$ cat config.mk
export PLATFORM = sky130hd
export DESIGN_NAME = rf_wb_arbiter
export DESIGN_NICKNAME = d
export VERILOG_FILES = /design/src/rtl/rf_wb_arbiter_pkg.sv /design/src/rtl/rf_wb_arbiter.sv
export SDC_FILE = /design/constraint.sdc
export NUM_CORES = 1
export LEC_CHECK = 0
export BUFFER_PORTS_ARGS = -buffer_cell sky130_fd_sc_hd__buf_2
export CAP_MARGIN = 20
export CORE_ASPECT_RATIO = 0.8
export CORE_MARGIN = 1
export CORE_UTILIZATION = 35
export CTS_CLUSTER_DIAMETER = 120
export CTS_CLUSTER_SIZE = 28
export DETAILED_ROUTE_END_ITERATION = 10
export GPL_ROUTABILITY_DRIVEN = 0
export GPL_TIMING_DRIVEN = 0
export PLACE_DENSITY_LB_ADDON = 0.2
export SETUP_SLACK_MARGIN = 0.05
export SLEW_MARGIN = 20
export SYNTH_ARGS = -nofsm -noshare
export SYNTH_HDL_FRONTEND = slang
export SYNTH_SLANG_ARGS = --single-unit
$ cat constraint.sdc
create_clock -name clk_i -period 1.3 [get_ports clk_i]
set_clock_uncertainty 0.05 [all_clocks]
set_input_delay 0.26 -clock clk_i [delete_from_list [all_inputs] [get_ports clk_i]]
set_output_delay 0.26 -clock clk_i [all_outputs]
set_load 0.01 [all_outputs]
$ cat src/rtl/rf_wb_arbiter_pkg.sv
// Shared types and default sizing for the register-file writeback arbiter.
package rf_wb_arbiter_pkg;

  typedef enum logic {
    NORMAL    = 1'b0,
    FORCE_ALU = 1'b1
  } arb_state_t;

  localparam int DEF_W          = 32;
  localparam int DEF_NU_REG     = 5;
  localparam int DEF_STARVE_MAX = 4;

endpackage

$ cat src/rtl/rf_wb_arbiter.sv
// Arbitrates ALU and LSU writebacks onto the single register-file write port.
// LSU normally wins; a starved ALU is forced through after STARVE_MAX losses.
module rf_wb_arbiter
  import rf_wb_arbiter_pkg::*;
#(
  parameter int W          = DEF_W,
  parameter int nu_reg     = DEF_NU_REG,
  parameter int STARVE_MAX = DEF_STARVE_MAX
) (
  input  logic              clk_i,
  input  logic              rst_i,
  input  logic              alu_valid_i,
  input  logic [nu_reg-1:0] alu_addr_i,
  input  logic [W-1:0]      alu_data_i,
  output logic              alu_ready_o,
  input  logic              lsu_valid_i,
  input  logic [nu_reg-1:0] lsu_addr_i,
  input  logic [W-1:0]      lsu_data_i,
  output logic              lsu_ready_o,
  output logic              wr_en_d_o,
  output logic [nu_reg-1:0] addr_d_o,
  output logic [W-1:0]      data_d_o,
  output logic              force_alu_o
);

  localparam int CW = $clog2(STARVE_MAX) + 1;
  localparam logic [CW-1:0] SMAX = CW'(STARVE_MAX);

  arb_state_t        state_q, state_d;
  logic [CW-1:0]     starve_q, starve_d;
  logic              wr_en_q, wr_en_d;
  logic [nu_reg-1:0] wr_addr_q, wr_addr_d;
  logic [W-1:0]      wr_data_q, wr_data_d;

  // State register and write-port registers
  always_ff @(posedge clk_i) begin
    if (rst_i) begin
      state_q   <= NORMAL;
      starve_q  <= '0;
      wr_en_q   <= 1'b0;
      wr_addr_q <= '0;
      wr_data_q <= '0;
    end else begin
      state_q   <= state_d;
      starve_q  <= starve_d;
      wr_en_q   <= wr_en_d;
      wr_addr_q <= wr_addr_d;
      wr_data_q <= wr_data_d;
    end
  end

  // Grant decode; nothing is accepted while reset is held
  always_comb begin
    alu_ready_o = 1'b0;
    lsu_ready_o = 1'b0;
    if (!rst_i) begin
      case (state_q)
        FORCE_ALU: begin
          alu_ready_o = alu_valid_i;
          lsu_ready_o = lsu_valid_i & ~alu_valid_i;
        end
        default: begin
          lsu_ready_o = lsu_valid_i;
          alu_ready_o = alu_valid_i & ~lsu_valid_i;
        end
      endcase
    end
  end

  always_comb begin
    starve_d = '0;
    if (alu_valid_i && !alu_ready_o)
      starve_d = (starve_q == SMAX) ? starve_q : starve_q + CW'(1);
  end

  // Next-state: enter FORCE_ALU the edge the loss count reaches the limit
  always_comb begin
    state_d = state_q;
    case (state_q)
      NORMAL:    if (starve_d == SMAX) state_d = FORCE_ALU;
      FORCE_ALU: if (!alu_valid_i || alu_ready_o) state_d = NORMAL;
      default:   state_d = NORMAL;
    endcase
  end

  // Writes to x0 are consumed but never assert the write enable
  always_comb begin
    wr_en_d   = 1'b0;
    wr_addr_d = wr_addr_q;
    wr_data_d = wr_data_q;
    if (alu_ready_o) begin
      wr_en_d   = (alu_addr_i != '0);
      wr_addr_d = alu_addr_i;
      wr_data_d = alu_data_i;
    end else if (lsu_ready_o) begin
      wr_en_d   = (lsu_addr_i != '0);
      wr_addr_d = lsu_addr_i;
      wr_data_d = lsu_data_i;
    end
  end

  assign wr_en_d_o   = wr_en_q;
  assign addr_d_o    = wr_addr_q;
  assign data_d_o    = wr_data_q;
  assign force_alu_o = (state_q == FORCE_ALU);

endmodule

Word level (Yosys, flattened, before mapping)

Index checks and enable logic that the tools add are counted.

Add/sub/neg operators: 1
Equal/unequal tests: 2
Muxes and demuxes: 15
Bitwise operators: 5
Reduce and logical (&&, ||, !) cells: 7

Operator list:

| cell                  | number |
|---|---|
| $mux W32              | 2 |
| $mux W5               | 2 |
| $reduce_bool A5 Y1    | 2 |
| $mux W1               | 8 |
| $eq A3 B3 Y1 const B  | 2 |
| $mux W3               | 2 |
| $add A3 B1 Y3 const B | 1 |
| $not A1 Y1            | 3 |
| $and A1 B1 Y1         | 2 |
| $logic_not A1 Y1      | 2 |
| $pmux W1 S2           | 1 |
| $reduce_bool A2 Y1    | 1 |
| $logic_and A1 B1 Y1   | 1 |
| $logic_or A1 B1 Y1    | 1 |

Flip-flop bits (word level): 42
Bits of input ports: 78
Output and inout bits: 41
Word-level logic and storage cells: 35

Depth between registers and ports, before layout

Gate-level depths: netlist of the first run.

Depth in word-level cells: 10
Depth in mapped cells: 6
Depth with buffers taken out: 5

Worst setup path before layout of the first run

OpenSTA, ideal clock, no wires.

Kind: register -> register
Start: register state_q, in the netlist force_alu_o
End: register wr_addr_q[0], in the netlist addr_d_o[0]
Library setup time: 0.122 ns
Arrival time: 1.271 ns
Data required time: 1.128 ns
Slack: -0.143 ns
Cell stages (with the launch flop): 5
Buffers on the path: 2
Clock period less this slack: 1.443 ns
Cell sequence: dfxtp_1 -> clkbuf_1 -> clkbuf_1 -> a2111oi_0 -> a221o_1

Cells in the longest elaborated chain, start to end: 3
Elaborated cells on any way between the ends: 6
Those cells by class: 5 x mux; 1 x reduce/logical

RTL lines:

| element                                              | line                | source |
|---|---|---|
| start: declaration                                   | rf_wb_arbiter.sv:29 | `arb_state_t state_q, state_d;` |
| start signal: assignment                             | rf_wb_arbiter.sv:44 | `state_q <= state_d;` |
| $mux W1                                              | rf_wb_arbiter.sv:57 | `case (state_q)` |
| $mux W1                                              | rf_wb_arbiter.sv:56 | `if (!rst_i) begin` |
| $mux W5 / $reduce_bool A2 Y1 (equally long branches) | -                   |  |
| end signal: assignment                               | rf_wb_arbiter.sv:47 | `wr_addr_q <= wr_addr_d;` |
| end: declaration                                     | rf_wb_arbiter.sv:32 | `logic [nu_reg-1:0] wr_addr_q, wr_addr_d;` |

Parallel ways exist; a longest one is shown, timed or not.
A chain may end at the register's enable or synchronous reset.

Worst setup path after layout of the first run

Start: register state_q, in the netlist force_alu_o
End: output alu_ready_o

Cells in the longest elaborated chain, start to end: 2

RTL lines:

| element          | line                | source |
|---|---|---|
| $mux W1          | rf_wb_arbiter.sv:57 |  |
| $mux W1          | rf_wb_arbiter.sv:56 |  |
| end: declaration | rf_wb_arbiter.sv:15 | `output logic alu_ready_o,` |

Every way passes these cells.

==> report_table.html, run 1 <==
<table>
<tr><th>Metric</th><th>Value</th></tr>
<tr><th colspan="2">Run status</th></tr>
<tr><td>Status</td><td>complete, but fails checks</td></tr>
<tr><td>Violations in the final reports</td><td>setup timing</td></tr>
<tr><th colspan="2">Clocking</th></tr>
<tr><td>Clock latency on the worst-skew pair</td><td>roughly 0.29 ns</td></tr>
<tr><td>Clock H-tree levels</td><td>2</td></tr>
<tr><td>Clk sinks</td><td>42</td></tr>
<tr><td>Number of buffers inserted during clock tree synthesis</td><td>5</td></tr>
<tr><td>Number of buffers added to fix hold violations after cts</td><td>0</td></tr>
<tr><td>Root cell of the clock tree</td><td>clkbuf_8</td></tr>
<tr><td>Maximum count of clock buffers along a single path</td><td>2</td></tr>
<tr><td>TritonCTS clock tree</td><td>yes</td></tr>
<tr><td>Clock transition at the register clock pins on the worst setup and hold paths after CTS</td><td>approximately 0.08 ns</td></tr>
<tr><th colspan="2">Timing</th></tr>
<tr><td>F_max</td><td>a little under 0.7 GHz</td></tr>
<tr><td>Setup repair after global routing missed its margin</td><td>true</td></tr>
<tr><td>Transition time at the pin with the least slew margin</td><td>between 0.7 and 0.8 ns</td></tr>
<tr><td>Post-layout worst setup margin</td><td>-0.167 ns</td></tr>
<tr><td>Final Hold Slack</td><td>~0.13 ns</td></tr>
<tr><td>Final count of pins violating max slew</td><td>0</td></tr>
<tr><td>Setup-failing EPs final</td><td>32</td></tr>
<tr><td>Min cycle time layout</td><td>about 1.5 ns</td></tr>
<tr><td>Final worst-path cycle share</td><td>113%</td></tr>
<tr><td>Relative slew margins</td><td>a little under half</td></tr>
<tr><td>Hold Fails Final Rpt</td><td>0</td></tr>
<tr><th colspan="2">Hold path</th></tr>
<tr><td>Source of the worst hold timing path</td><td>alu_data_i[4]</td></tr>
<tr><td>Hold Crit Depth</td><td>2</td></tr>
<tr><td>Type of the tightest min-delay check</td><td>input port to flop</td></tr>
<tr><td>Endpoint, Worst Hold</td><td>data_d_o[4]$_SDFFE_PP0P_</td></tr>
<tr><th colspan="2">Setup path</th></tr>
<tr><td>R2R Path End</td><td>data_d_o[30]$_SDFFE_PP0P_</td></tr>
<tr><td>Largest driver fanout on the critical path</td><td>5</td></tr>
<tr><td>Startpoint of the most critical register-to-register path</td><td>force_alu_o$_SDFF_PP0_</td></tr>
<tr><td>Worst EP required</td><td>between 0.9 and 1 ns</td></tr>
<tr><td>Worst setup path category</td><td>flop to primary output</td></tr>
<tr><td>Endpoint class of the critical path</td><td>primary output</td></tr>
<tr><td>Register-to-Register Setup Slack</td><td>-0.12 ns</td></tr>
<tr><td>Reg2reg path depth</td><td>4</td></tr>
<tr><td>Worst EP arrival</td><td>about 1.2 ns</td></tr>
<tr><td>Startpoint Class</td><td>flop</td></tr>
<tr><th colspan="2">Logic synthesis</th></tr>
<tr><td>Per-instance average area after synthesis</td><td>just under 10 µm²</td></tr>
<tr><td>Post-synthesis cell area</td><td>between 1500 and 2000 µm²</td></tr>
<tr><td>Area contributors post-synth</td><td>dfxtp_1 42%, a221o_1 18%, a2111oi_0 17%, inv_1 7.5%, buf_6 2.8%</td></tr>
<tr><td>Simple-gate share of the synthesized area</td><td>4.27%</td></tr>
<tr><td>Mux contribution to synthesized area</td><td>0%</td></tr>
<tr><td>Proportion of netlist area held by the largest area contributor</td><td>a little over two fifths</td></tr>
<tr><td>Synth Area in Adders</td><td>1.26%</td></tr>
<tr><td>Post-synthesis cell count</td><td>~210</td></tr>
<tr><td>Synth warn</td><td>0</td></tr>
<tr><td>Flop and latch count out of synthesis</td><td>between 40 and 50</td></tr>
<tr><td>Syn nets</td><td>~290</td></tr>
<tr><td>Xor and xnor fraction of the mapped netlist area</td><td>less than 1%</td></tr>
<tr><td>Share of the yosys chip area belonging to registers</td><td>a little over two fifths</td></tr>
<tr><td>Post-synthesis cell type count</td><td>24</td></tr>
<tr><td>Complex-gate fraction of the synthesized area</td><td>between 30% and 40%</td></tr>
<tr><td>Area leader, netlist</td><td>dfxtp_1</td></tr>
<tr><td>Combinational family with the most area after synthesis</td><td>compound AO/OA/AOI/OAI gates</td></tr>
<tr><th colspan="2">Route</th></tr>
<tr><td>Vias</td><td>2175</td></tr>
<tr><td>Post-route DRC</td><td>0</td></tr>
<tr><td>Average detailed-routed wire length per instance</td><td>around 15 µm</td></tr>
<tr><td>Per-cell via count in the routed design</td><td>5.25</td></tr>
<tr><td>Total Wirelength</td><td>around 6400 µm</td></tr>
<tr><td>DRC violation total after the first TritonRoute iteration</td><td>between 90 and 100</td></tr>
<tr><td>DR pass1 iterations</td><td>5</td></tr>
<tr><td>Number of antenna-violating nets in the routed design</td><td>0</td></tr>
<tr><th colspan="2">Floorplan</th></tr>
<tr><td>Full die area</td><td>6000 µm²</td></tr>
<tr><td>Initial core utilization</td><td>36.4%</td></tr>
<tr><td>Number of placed I/O pins</td><td>roughly 120</td></tr>
<tr><td>Die Ht</td><td>69.5 µm</td></tr>
<tr><td>FP Rows</td><td>24</td></tr>
<tr><td>Core ar.</td><td>roughly 5500 µm²</td></tr>
<tr><td>Horizontal die dimension</td><td>around 86 µm</td></tr>
<tr><th colspan="2">Placed design</th></tr>
<tr><td>Count of placed standard cells including taps</td><td>401</td></tr>
<tr><td>Number of buffers added on ports</td><td>between 100 and 150</td></tr>
<tr><td>HPWL reported at the end of detailed placement</td><td>4290 µm</td></tr>
<tr><th colspan="2">Pwr</th></tr>
<tr><td>Peak supply drop</td><td>about 0.00037 V</td></tr>
<tr><td>Power density over cell area</td><td>a little over 900 nW/µm²</td></tr>
<tr><td>Leakage power total</td><td>1.49 nW</td></tr>
<tr><th colspan="2">Final layout</th></tr>
<tr><td>Area Growth Syn to Fin</td><td>63.2%</td></tr>
<tr><td>Proportion of layout cells with a drive suffix above 1</td><td>58.9%</td></tr>
<tr><td>Number of non-filler instances in the completed layout</td><td>between 400 and 500</td></tr>
<tr><td>Final Net Count</td><td>slightly above 400</td></tr>
<tr><td>Ant diodes</td><td>0</td></tr>
<tr><td>Fillers</td><td>500</td></tr>
<tr><th colspan="2">GRT</th></tr>
<tr><td>Maximum number of pins on one net before global-route repair</td><td>13</td></tr>
<tr><td>Via count of the first global-routing pass</td><td>between 2000 and 2500</td></tr>
<tr><td>Initial antenna violation count</td><td>0</td></tr>
<tr><td>Global-route wire length before repair</td><td>9890 µm</td></tr>
<tr><td>Gr usage total</td><td>just over 20%</td></tr>
<tr><td>Congestion Overflow GR</td><td>0</td></tr>
<tr><th colspan="2">Job</th></tr>
<tr><td>Number of max-capacitance violations reported</td><td>0</td></tr>
</table>
report_power, final:
group	internal [W]	switching, W	leakage [nW]
sequential	0.00137	0.0000459	0.350
combinational	0.000325	0.000337	1.09
clock	0.000429	0.000462	0.0482
layer usage:
layer / routed length (µm) / vias up / track usage [%]
li1: - / 1065 / -
met1: 2930 / 1015 / 29.5
met2: 2900 / 84 / 31.2
met3: 438 / 11 / 5.71
met4: 84 / 0 / 5.00
met5: 0 / - / 0
flip-flops by register name, summed over array words and instances, names as in the netlist:
signal,cells
data_d_o,32
addr_d_o,5
starve_q,3
force_alu_o,1
wr_en_d_o,1
cells in the final DEF, fill, tap and decap left out, drive strengths merged, types with 2 or more instances in the layout:
cell type / netlist / routed
buf: 9 / 135
dfxtp: 42 / 42
inv: 42 / 42
a2111oi: 38 / 38
a221o: 37 / 37
clkbuf: 14 / 17
nor2: 6 / 6
nor3: 4 / 4
nand2: 3 / 3
ha: 2 / 2
layout make-up:
| class | instances | area (µm²) | area share (%) |
|---|---|---|---|
| clock buffers | 7 | 86.3 | 2.66 |
| inverters | 42 | 160 | 4.93 |
| clock inverters | 1 | 5.00 | 0.154 |
| repair buffers | 123 | 654 | 20.1 |
| multi-input cells | 99 | 1200 | 37.1 |
| well taps | 78 | 97.6 | 3.00 |
| plain buffers | 22 | 191 | 5.89 |
| flip-flops and latches | 42 | 850 | 26.1 |
repair_timing:
item,in CTS,in global routing
endpoints found under the setup margin,40,41
gates resized for setup,60,64
setup buffers,5,1
pin swaps,6,16
synthesized netlist by cell type:
| cell | instances |
|---|---|
| dfxtp_1 | 42 |
| inv_1 | 40 |
| a2111oi_0 | 38 |
| a221o_1 | 35 |
| clkbuf_1 | 14 |
| nor2_1 | 6 |
| buf_6 | 5 |
| nand2_1 | 3 |
| nor3_1 | 3 |
| a221o_2 | 2 |
| buf_2 | 2 |
| buf_4 | 2 |
| ha_1 | 2 |
| inv_2 | 2 |
| a211oi_1 | 1 |
| a21boi_0 | 1 |
| a22o_1 | 1 |
| and2b_1 | 1 |
| nand3_1 | 1 |
| nand3b_1 | 1 |
| nor2b_1 | 1 |
| nor3_2 | 1 |
| o211a_1 | 1 |
| xnor2_1 | 1 |
cell families after synthesis:
| kind of cell | count (synthesis) |
|---|---|
| flops | 42 |
| xor+xnor | 1 |
| compound gates | 79 |
| fa+ha+maj | 2 |
| buf+inv | 65 |
| simple gates | 17 |
worst max-delay path, stage by stage, from the launching register on:
cell and delay (ns):
dfxtp_4 0.37, o211a_4 0.25, buf_8 0.13, buf_6 0.11
per-stage QoR:
| stage | setup WS, ns | power (W) | instance area [µm²] | utilization [%] | TNS (ns) |
|---|---|---|---|---|---|
| final | -0.167 | 0.00297 | 3250 | 59.5 | -2.24 |
| after global routing | -0.192 | 0.00310 | 3250 | 59.5 | -3.68 |
| after CTS | -0.180 | 0.00292 | 3000 | 55.0 | -2.10 |
| after detailed placement | -0.307 | 0.00197 | 2700 | 49.4 | -9.26 |
| after global placement | -0.296 | 0.00197 | 2700 | 49.4 | -8.83 |
| after floorplan | -0.0134 | 0.00171 | 2010 | - | -0.134 |
worst max-delay path by stage:
stage	startpoint	to	cells after the start
floorplan	force_alu_o$_SDFF_PP0_	addr_d_o[0]$_SDFFE_PP0P_	4
global placement	lsu_valid_i	addr_d_o[2]$_SDFFE_PP0P_	6
detailed placement	lsu_valid_i	addr_d_o[3]$_SDFFE_PP0P_	6
CTS	force_alu_o$_SDFF_PP0_	alu_ready_o	3
global route	force_alu_o$_SDFF_PP0_	alu_ready_o	3
finish	force_alu_o$_SDFF_PP0_	alu_ready_o	3
No activity file was read; power rests on OpenSTA's default activity.
==> run 2, diff against run 1 <==
--- a/config.mk
+++ b/config.mk
@@ -7,9 +7,11 @@
 export LEC_CHECK = 0
 export BUFFER_PORTS_ARGS = -buffer_cell sky130_fd_sc_hd__buf_2
 export CAP_MARGIN = 20
+export CELL_PAD_IN_SITES_DETAIL_PLACEMENT = 1
+export CELL_PAD_IN_SITES_GLOBAL_PLACEMENT = 2
 export CORE_ASPECT_RATIO = 0.8
 export CORE_MARGIN = 1
-export CORE_UTILIZATION = 35
+export CORE_UTILIZATION = 21
 export CTS_CLUSTER_DIAMETER = 120
 export CTS_CLUSTER_SIZE = 28
 export DETAILED_ROUTE_END_ITERATION = 10
==> run 2 against run 1 <==
  * The flow still finishes with violations (setup timing)
  * Global-route usage fell by 5.8 points
  * Critical path depth did not move
  * Power rose by 18%
  * Routed wire length rose by 19%
  * Die area rose by 65%
  * Worst setup slack got worse by 0.013 ns
  * Critical endpoint is now lsu_ready_o
  * Highest routed layer unchanged
==> report_table.html, run 2 (synthesis results as in run 1) <==
<table>
<tr><th>Metric</th><th>Value</th></tr>
<tr><th colspan="2">Run status</th></tr>
<tr><td>Status</td><td>complete, but fails checks</td></tr>
<tr><td>Violations in the final reports</td><td>setup timing</td></tr>
<tr><th colspan="2">GRT</th></tr>
<tr><td>Gr usage total</td><td>~15%</td></tr>
<tr><td>Congestion Overflow GR</td><td>0</td></tr>
<tr><td>Initial antenna violation count</td><td>0</td></tr>
<tr><td>Global-route wire length before repair</td><td>about 12000 µm</td></tr>
<tr><td>Via count of the first global-routing pass</td><td>about 2200</td></tr>
<tr><td>Maximum number of pins on one net before global-route repair</td><td>14</td></tr>
<tr><th colspan="2">Setup path</th></tr>
<tr><td>Worst EP required</td><td>approximately 1 ns</td></tr>
<tr><td>Reg2reg path depth</td><td>4</td></tr>
<tr><td>Startpoint of the most critical register-to-register path</td><td>force_alu_o$_SDFF_PP0_</td></tr>
<tr><td>Worst EP arrival</td><td>1.17 ns</td></tr>
<tr><td>Register-to-Register Setup Slack</td><td>-0.14 ns</td></tr>
<tr><td>R2R Path End</td><td>addr_d_o[1]$_SDFFE_PP0P_</td></tr>
<tr><td>Worst setup path category</td><td>flop to primary output</td></tr>
<tr><td>Largest driver fanout on the critical path</td><td>10</td></tr>
<tr><td>Endpoint class of the critical path</td><td>primary output</td></tr>
<tr><td>Startpoint Class</td><td>flop</td></tr>
<tr><th colspan="2">Floorplan</th></tr>
<tr><td>Number of placed I/O pins</td><td>between 100 and 150</td></tr>
<tr><td>Initial core utilization</td><td>21.8%</td></tr>
<tr><td>Full die area</td><td>between 9000 and 10000 µm²</td></tr>
<tr><td>FP Rows</td><td>31</td></tr>
<tr><td>Die Ht</td><td>between 80 and 90 µm</td></tr>
<tr><td>Horizontal die dimension</td><td>roughly 110 µm</td></tr>
<tr><td>Core ar.</td><td>between 9000 and 10000 µm²</td></tr>
<tr><th colspan="2">Pwr</th></tr>
<tr><td>P_int</td><td>roughly 0.0026 W</td></tr>
<tr><td>Fraction of power spent switching nets</td><td>a little over a quarter</td></tr>
<tr><td>Share of total power in sequential cells</td><td>40.6%</td></tr>
<tr><td>Sw power</td><td>0.000915 W</td></tr>
<tr><td>Peak supply drop</td><td>around 0.00068 V</td></tr>
<tr><td>Power density over cell area</td><td>1060 nW/µm²</td></tr>
<tr><td>Leakage power total</td><td>1.52 nW</td></tr>
<tr><td>Clock Power Share</td><td>between 40% and 50%</td></tr>
<tr><td>Combinational share of power</td><td>between 10% and 20%</td></tr>
<tr><th colspan="2">Placed design</th></tr>
<tr><td>HPWL reported at the end of detailed placement</td><td>roughly 5400 µm</td></tr>
<tr><td>Number of buffers added on ports</td><td>about 120</td></tr>
<tr><td>Post-Place Setup Slack</td><td>-0.378 ns</td></tr>
<tr><th colspan="2">Route</th></tr>
<tr><td>Average detailed-routed wire length per instance</td><td>16.7 µm</td></tr>
<tr><td>Total Wirelength</td><td>approximately 7500 µm</td></tr>
<tr><td>Number of antenna-violating nets in the routed design</td><td>0</td></tr>
<tr><td>DRC violation total after the first TritonRoute iteration</td><td>64</td></tr>
<tr><td>Vias</td><td>2197</td></tr>
<tr><td>DR pass1 iterations</td><td>4</td></tr>
<tr><td>Per-cell via count in the routed design</td><td>~5</td></tr>
<tr><td>Post-route DRC</td><td>0</td></tr>
<tr><th colspan="2">Clocking</th></tr>
<tr><td>Root cell of the clock tree</td><td>clkbuf_16</td></tr>
<tr><td>Clock H-tree levels</td><td>2</td></tr>
<tr><td>Clock transition at the register clock pins on the worst setup and hold paths after CTS</td><td>roughly 0.07 ns</td></tr>
<tr><td>Maximum count of clock buffers along a single path</td><td>2</td></tr>
<tr><td>Number of buffers inserted during clock tree synthesis</td><td>5</td></tr>
<tr><td>Clk sinks</td><td>42</td></tr>
<tr><td>Clock latency on the worst-skew pair</td><td>about 0.28 ns</td></tr>
<tr><td>TritonCTS clock tree</td><td>yes</td></tr>
<tr><th colspan="2">Final layout</th></tr>
<tr><td>Most common cell after layout, fill and taps aside</td><td>buf_2</td></tr>
<tr><td>Final Net Count</td><td>between 400 and 500</td></tr>
<tr><td>Highest-count cells in the layout ignoring fill and taps</td><td>117 x buf_2, 39 x dfxtp_1, 38 x inv_1, 35 x a221o_1, 14 x a2111oi_2</td></tr>
<tr><td>Final core area utilization</td><td>between 30% and 40%</td></tr>
<tr><td>Area Growth Syn to Fin</td><td>65.8%</td></tr>
<tr><td>Ant diodes</td><td>0</td></tr>
<tr><td>Proportion of layout cells with a drive suffix above 1</td><td>~55%</td></tr>
<tr><td>Flip-flop count of the largest register, all copies and words added</td><td>32</td></tr>
<tr><th colspan="2">Timing</th></tr>
<tr><td>Post-layout worst setup margin</td><td>-0.180 ns</td></tr>
<tr><td>Final worst-path cycle share</td><td>114%</td></tr>
<tr><td>F_max</td><td>about 0.68 GHz</td></tr>
<tr><td>Setup repair after global routing missed its margin</td><td>true</td></tr>
<tr><td>Relative slew margins</td><td>approximately two fifths</td></tr>
<tr><td>Setup-failing EPs final</td><td>33</td></tr>
<tr><td>Setup TNS</td><td>-3.03 ns</td></tr>
<tr><td>Min cycle time layout</td><td>between 1 and 1.5 ns</td></tr>
<tr><td>Transition time at the pin with the least slew margin</td><td>0.930 ns</td></tr>
<tr><td>Final count of pins violating max slew</td><td>0</td></tr>
<tr><td>Hold Fails Final Rpt</td><td>0</td></tr>
<tr><th colspan="2">Hold path</th></tr>
<tr><td>Source of the worst hold timing path</td><td>alu_data_i[4]</td></tr>
<tr><td>Endpoint, Worst Hold</td><td>data_d_o[4]$_SDFFE_PP0P_</td></tr>
<tr><td>Type of the tightest min-delay check</td><td>input port to flop</td></tr>
<tr><td>Hold Crit Depth</td><td>2</td></tr>
<tr><th colspan="2">Job</th></tr>
<tr><td>Number of max-capacitance violations reported</td><td>0</td></tr>
</table>
-- run 2: cell count changes in the layout (fill, tap and decap cells not counted), moves of 2 or more --
| cell | previous run | this run |
|---|---|---|
| a2111oi_2 | 24 | 14 |
| clkbuf_8 | 7 | 0 |
| buf_8 | 4 | 1 |
| a2111oi_1 | 4 | 10 |
| clkbuf_16 | 0 | 7 |
| clkbuf_4 | 3 | 1 |
| buf_4 | 7 | 11 |
| a2111oi_0 | 3 | 7 |
-- run 2: worst max-delay path, stage by stage (launching register included) --
cell	delay, ns
dfxtp_4	0.37
buf_4	0.17
a21boi_2	0.18
buf_2	0.17
-- run 2: timing repair --
item / CTS / global route
endpoints found under the setup margin: 41 / 41
pin swaps: 7 / 10
resized for setup: 54 / 46
setup buffers: 6 / 2
hold buffers: 0 / 0
-- run 2: worst max path at each step --
| stage | start | to | cells past startpoint |
|---|---|---|---|
| 2_1_floorplan | force_alu_o$_SDFF_PP0_ | addr_d_o[0]$_SDFFE_PP0P_ | 4 |
| 6_report | force_alu_o$_SDFF_PP0_ | lsu_ready_o | 3 |
| 3_5_place_dp | lsu_valid_i | data_d_o[4]$_SDFFE_PP0P_ | 6 |
| 3_3_place_gp | lsu_valid_i | data_d_o[0]$_SDFFE_PP0P_ | 6 |
| 5_1_grt | force_alu_o$_SDFF_PP0_ | lsu_ready_o | 3 |
| 4_1_cts | force_alu_o$_SDFF_PP0_ | alu_ready_o | 3 |
-- run 2: stage by stage --
step	cell area [µm²]	hold slack [ns]	power [W]	cells
finish	3300	0.146	0.00351	452
global route	3300	0.143	0.00367	452
CTS	3130	0.142	0.00350	451
detailed placement	2740	0.417	0.00199	438
global placement	2740	0.417	0.00199	438
floorplan	2010	0.350	0.00171	206
-- run 2: final cells by class --
type / count / area (µm²)
Fill cell: 1044 / 5810
Multi-Input combinational cell: 99 / 1130
Sequential cell: 42 / 850
Timing Repair Buffer: 124 / 652
Buffer: 22 / 198
Inverter: 42 / 160
Tap cell: 115 / 144
Clock buffer: 5 / 125
Clock inverter: 3 / 40.0
-- run 2: power by group through the flow --
stage                     Clock (W)  Combinational (W)  Sequential (W)
after CTS                   0.00147           0.000598         0.00142
final                       0.00143           0.000648         0.00142
after global routing        0.00153           0.000704         0.00143
after global placement            0           0.000539         0.00145
after floorplan                   0           0.000215         0.00149
after detailed placement          0           0.000541         0.00145
-- run 2: per-layer routing --
metal	routed length [µm]	vias up	share of wire (%)	global-route usage (%)
li1	-	1061	-	-
met1	3720	1048	49	20.7
met2	3290	80	44	23.7
met3	466	8	6.2	4.07
met4	59	0	0.78	2.91
met5	0	-	0	0
==> run 3, diff against run 2 <==
--- a/config.mk
+++ b/config.mk
@@ -10,7 +10,7 @@
 export CELL_PAD_IN_SITES_DETAIL_PLACEMENT = 1
 export CELL_PAD_IN_SITES_GLOBAL_PLACEMENT = 2
 export CORE_ASPECT_RATIO = 0.8
-export CORE_MARGIN = 1
+export CORE_MARGIN = 1.5
 export CORE_UTILIZATION = 21
 export CTS_CLUSTER_DIAMETER = 120
 export CTS_CLUSTER_SIZE = 28
==> run 3 against run 2 <==
  * Clock-buffer cell count increased by 2
  * Core utilization fell by 0.30 points
  * Power down 1.3%
  * Global-route usage about the same
  * Via count is 1.2% lower
  * Worst setup slack improved by 0.0081 ns
  * Sequential share of layout area increased by 0.29 points
  * Flip-flop and latch count is the same
  * The flow still finishes with violations (setup timing)
  * Critical path depth did not move
  * Clock power barely moved
  * Non-clock buffer count grew 2
  * Die area up 2.0%
==> report_table.html, run 3 (synthesis results as in run 1) <==
<table>
<tr><th>Metric</th><th>Value</th></tr>
<tr><th colspan="2">Timing</th></tr>
<tr><td>Relative slew margins</td><td>between 40 and 50%</td></tr>
<tr><td>Final worst-path cycle share</td><td>113%</td></tr>
<tr><td>F_max</td><td>approximately 0.68 GHz</td></tr>
<tr><td>Post-layout worst setup margin</td><td>-0.172 ns</td></tr>
<tr><td>Min cycle time layout</td><td>approximately 1.5 ns</td></tr>
<tr><td>Setup TNS</td><td>-2.23 ns</td></tr>
<tr><td>Setup repair after global routing missed its margin</td><td>true</td></tr>
<tr><td>Hold Fails Final Rpt</td><td>0</td></tr>
<tr><td>Final Hold Slack</td><td>0.149 ns</td></tr>
<tr><td>Transition time at the pin with the least slew margin</td><td>slightly above 0.8 ns</td></tr>
<tr><td>Final count of pins violating max slew</td><td>0</td></tr>
<tr><td>Setup-failing EPs final</td><td>25</td></tr>
<tr><th colspan="2">Setup path</th></tr>
<tr><td>Worst setup path category</td><td>flop to primary output</td></tr>
<tr><td>Ordered cell list for the critical path</td><td>o211a_4 &gt; clkbuf_16 &gt; buf_6</td></tr>
<tr><td>Critical path's largest stage delay</td><td>0.36 ns</td></tr>
<tr><td>Cell with the biggest individual delay on the critical path</td><td>dfxtp_4</td></tr>
<tr><td>Worst EP arrival</td><td>about 1.2 ns</td></tr>
<tr><td>Endpoint class of the critical path</td><td>primary output</td></tr>
<tr><td>Startpoint Class</td><td>flop</td></tr>
<tr><td>Worst EP required</td><td>0.99 ns</td></tr>
<tr><td>Largest driver fanout on the critical path</td><td>5</td></tr>
<tr><th colspan="2">Route</th></tr>
<tr><td>DR pass1 iterations</td><td>4</td></tr>
<tr><td>Post-route DRC</td><td>0</td></tr>
<tr><td>Average detailed-routed wire length per instance</td><td>17.0 µm</td></tr>
<tr><td>DRC violation total after the first TritonRoute iteration</td><td>a little over 80</td></tr>
<tr><td>Total Wirelength</td><td>between 7000 and 8000 µm</td></tr>
<tr><td>Per-cell via count in the routed design</td><td>4.79</td></tr>
<tr><td>Number of antenna-violating nets in the routed design</td><td>0</td></tr>
<tr><td>Vias</td><td>between 2000 and 2500</td></tr>
<tr><th colspan="2">Clocking</th></tr>
<tr><td>TritonCTS clock tree</td><td>yes</td></tr>
<tr><td>Clock latency on the worst-skew pair</td><td>between 0.2 and 0.3 ns</td></tr>
<tr><td>Clock H-tree levels</td><td>2</td></tr>
<tr><td>Root cell of the clock tree</td><td>clkbuf_16</td></tr>
<tr><td>Clock transition at the register clock pins on the worst setup and hold paths after CTS</td><td>0.06 ns</td></tr>
<tr><td>Clk sinks</td><td>42</td></tr>
<tr><td>Number of buffers added to fix hold violations after cts</td><td>0</td></tr>
<tr><td>Number of buffers inserted during clock tree synthesis</td><td>5</td></tr>
<tr><td>Maximum count of clock buffers along a single path</td><td>2</td></tr>
<tr><th colspan="2">Run status</th></tr>
<tr><td>Violations in the final reports</td><td>setup timing</td></tr>
<tr><td>Status</td><td>complete, but fails checks</td></tr>
<tr><th colspan="2">Job</th></tr>
<tr><td>Number of max-capacitance violations reported</td><td>0</td></tr>
<tr><th colspan="2">GRT</th></tr>
<tr><td>Gr usage total</td><td>about 15%</td></tr>
<tr><td>Global-route wire length before repair</td><td>12100 µm</td></tr>
<tr><td>Initial antenna violation count</td><td>0</td></tr>
<tr><td>Via count of the first global-routing pass</td><td>2261</td></tr>
<tr><td>Congestion Overflow GR</td><td>0</td></tr>
<tr><td>Maximum number of pins on one net before global-route repair</td><td>13</td></tr>
<tr><th colspan="2">Floorplan</th></tr>
<tr><td>Initial core utilization</td><td>21.8%</td></tr>
<tr><td>Horizontal die dimension</td><td>112 µm</td></tr>
<tr><td>Full die area</td><td>around 10000 µm²</td></tr>
<tr><td>Die Ht</td><td>90.1 µm</td></tr>
<tr><td>Number of placed I/O pins</td><td>between 100 and 150</td></tr>
<tr><td>FP Rows</td><td>31</td></tr>
<tr><td>Core ar.</td><td>between 9000 and 10000 µm²</td></tr>
<tr><th colspan="2">Pwr</th></tr>
<tr><td>Combinational share of power</td><td>18.3%</td></tr>
<tr><td>Share of total power in sequential cells</td><td>roughly 41%</td></tr>
<tr><td>Total power of the final layout</td><td>roughly 0.0035 W</td></tr>
<tr><td>Clock Power Share</td><td>between 40% and 50%</td></tr>
<tr><td>Sw power</td><td>0.000903 W</td></tr>
<tr><td>Power density over cell area</td><td>1060 nW/µm²</td></tr>
<tr><td>Fraction of power spent switching nets</td><td>a little over a quarter</td></tr>
<tr><td>Leakage power total</td><td>roughly 1.5 nW</td></tr>
<tr><td>Peak supply drop</td><td>0.000521 V</td></tr>
<tr><td>P_int</td><td>~0.0026 W</td></tr>
<tr><th colspan="2">Final layout</th></tr>
<tr><td>Final non-filler cell area</td><td>about 3300 µm²</td></tr>
<tr><td>Fillers</td><td>1065</td></tr>
<tr><td>Highest-count cells in the layout ignoring fill and taps</td><td>116 x buf_2, 39 x dfxtp_1, 38 x inv_1, 35 x a221o_1, 16 x a2111oi_1</td></tr>
<tr><td>Area Growth Syn to Fin</td><td>64.4%</td></tr>
<tr><td>Flip-flop count of the largest register, all copies and words added</td><td>32</td></tr>
<tr><td>Final Net Count</td><td>between 400 and 500</td></tr>
<tr><td>Ant diodes</td><td>0</td></tr>
<tr><td>Proportion of layout cells with a drive suffix above 1</td><td>between 50% and 60%</td></tr>
<tr><td>Final core area utilization</td><td>a little over a third</td></tr>
<tr><td>Most common cell after layout, fill and taps aside</td><td>buf_2</td></tr>
<tr><th colspan="2">Placed design</th></tr>
<tr><td>HPWL reported at the end of detailed placement</td><td>between 5000 and 6000 µm</td></tr>
<tr><td>Number of buffers added on ports</td><td>about 120</td></tr>
<tr><td>Placed Instance Area</td><td>~2700 µm²</td></tr>
<tr><th colspan="2">Hold path</th></tr>
<tr><td>Type of the tightest min-delay check</td><td>input port to flop</td></tr>
</table>
==> run 3: worst paths after layout <==
| check | startpoint | cells past startpoint | end | slack [ns] |
|---|---|---|---|---|
| worst max register to register | force_alu_o$_SDFF_PP0_ | 4 | data_d_o[2]$_SDFFE_PP0P_ | -0.14 |
| worst min register to register | data_d_o[0]$_SDFFE_PP0P_ | 1 | data_d_o[0]$_SDFFE_PP0P_ | 0.43 |
| worst min-delay path | alu_data_i[18] | 2 | data_d_o[18]$_SDFFE_PP0P_ | 0.15 |
| worst max-delay path | force_alu_o$_SDFF_PP0_ | 3 | alu_ready_o | -0.17 |
==> run 3: layout make-up <==
cell class	instances	area [µm²]	area share [%]
tap	115	144	4.40
buffer	22	200	6.12
clock buffer	7	164	5.01
timing repair buffer	126	659	20.1
inverter	42	160	4.89
multi-input combinational	99	1090	33.4
sequential	42	852	26.0
==> run 3: critical path: cells and delay by family (launching register included) <==
kind                   cells  cell delay [ns]
DFF                        1             0.36
buffers and inverters      2             0.26
AOI/OAI and AO/OA          1             0.25
==> run 3: what timing repair did <==
item	4_1_cts	5_1_grt
resized for setup	62	36
gates cloned	0	0
pin swaps	12	4
buffers inserted	9	0
setup endpoints to repair	41	43
==> run 3: metrics by stage <==
| step | instances | setup WS [ns] |
|---|---|---|
| after detailed placement | 438 | -0.391 |
| final | 453 | -0.172 |
| after floorplan | 206 | -0.0134 |
| after global routing | 453 | -0.192 |
| after CTS | 454 | -0.174 |
| after global placement | 438 | -0.353 |
==> run 3: power groups by stage <==
stage	logic, W	registers [W]	clock network (W)
2_1_floorplan	0.000215	0.00149	0
3_3_place_gp	0.000539	0.00145	0
3_5_place_dp	0.000545	0.00145	0
4_1_cts	0.000615	0.00143	0.00144
5_1_grt	0.000691	0.00143	0.00150
6_report	0.000633	0.00143	0.00140
==> run 3: per-layer routing <==
layer / vias up / wire, µm / global-route usage [%]
li1: 1066 / - / -
met1: 1028 / 3690 / 20.5
met2: 73 / 3490 / 24.3
met3: 4 / 482 / 3.64
met4: 0 / 31 / 2.85
met5: - / 0 / 0
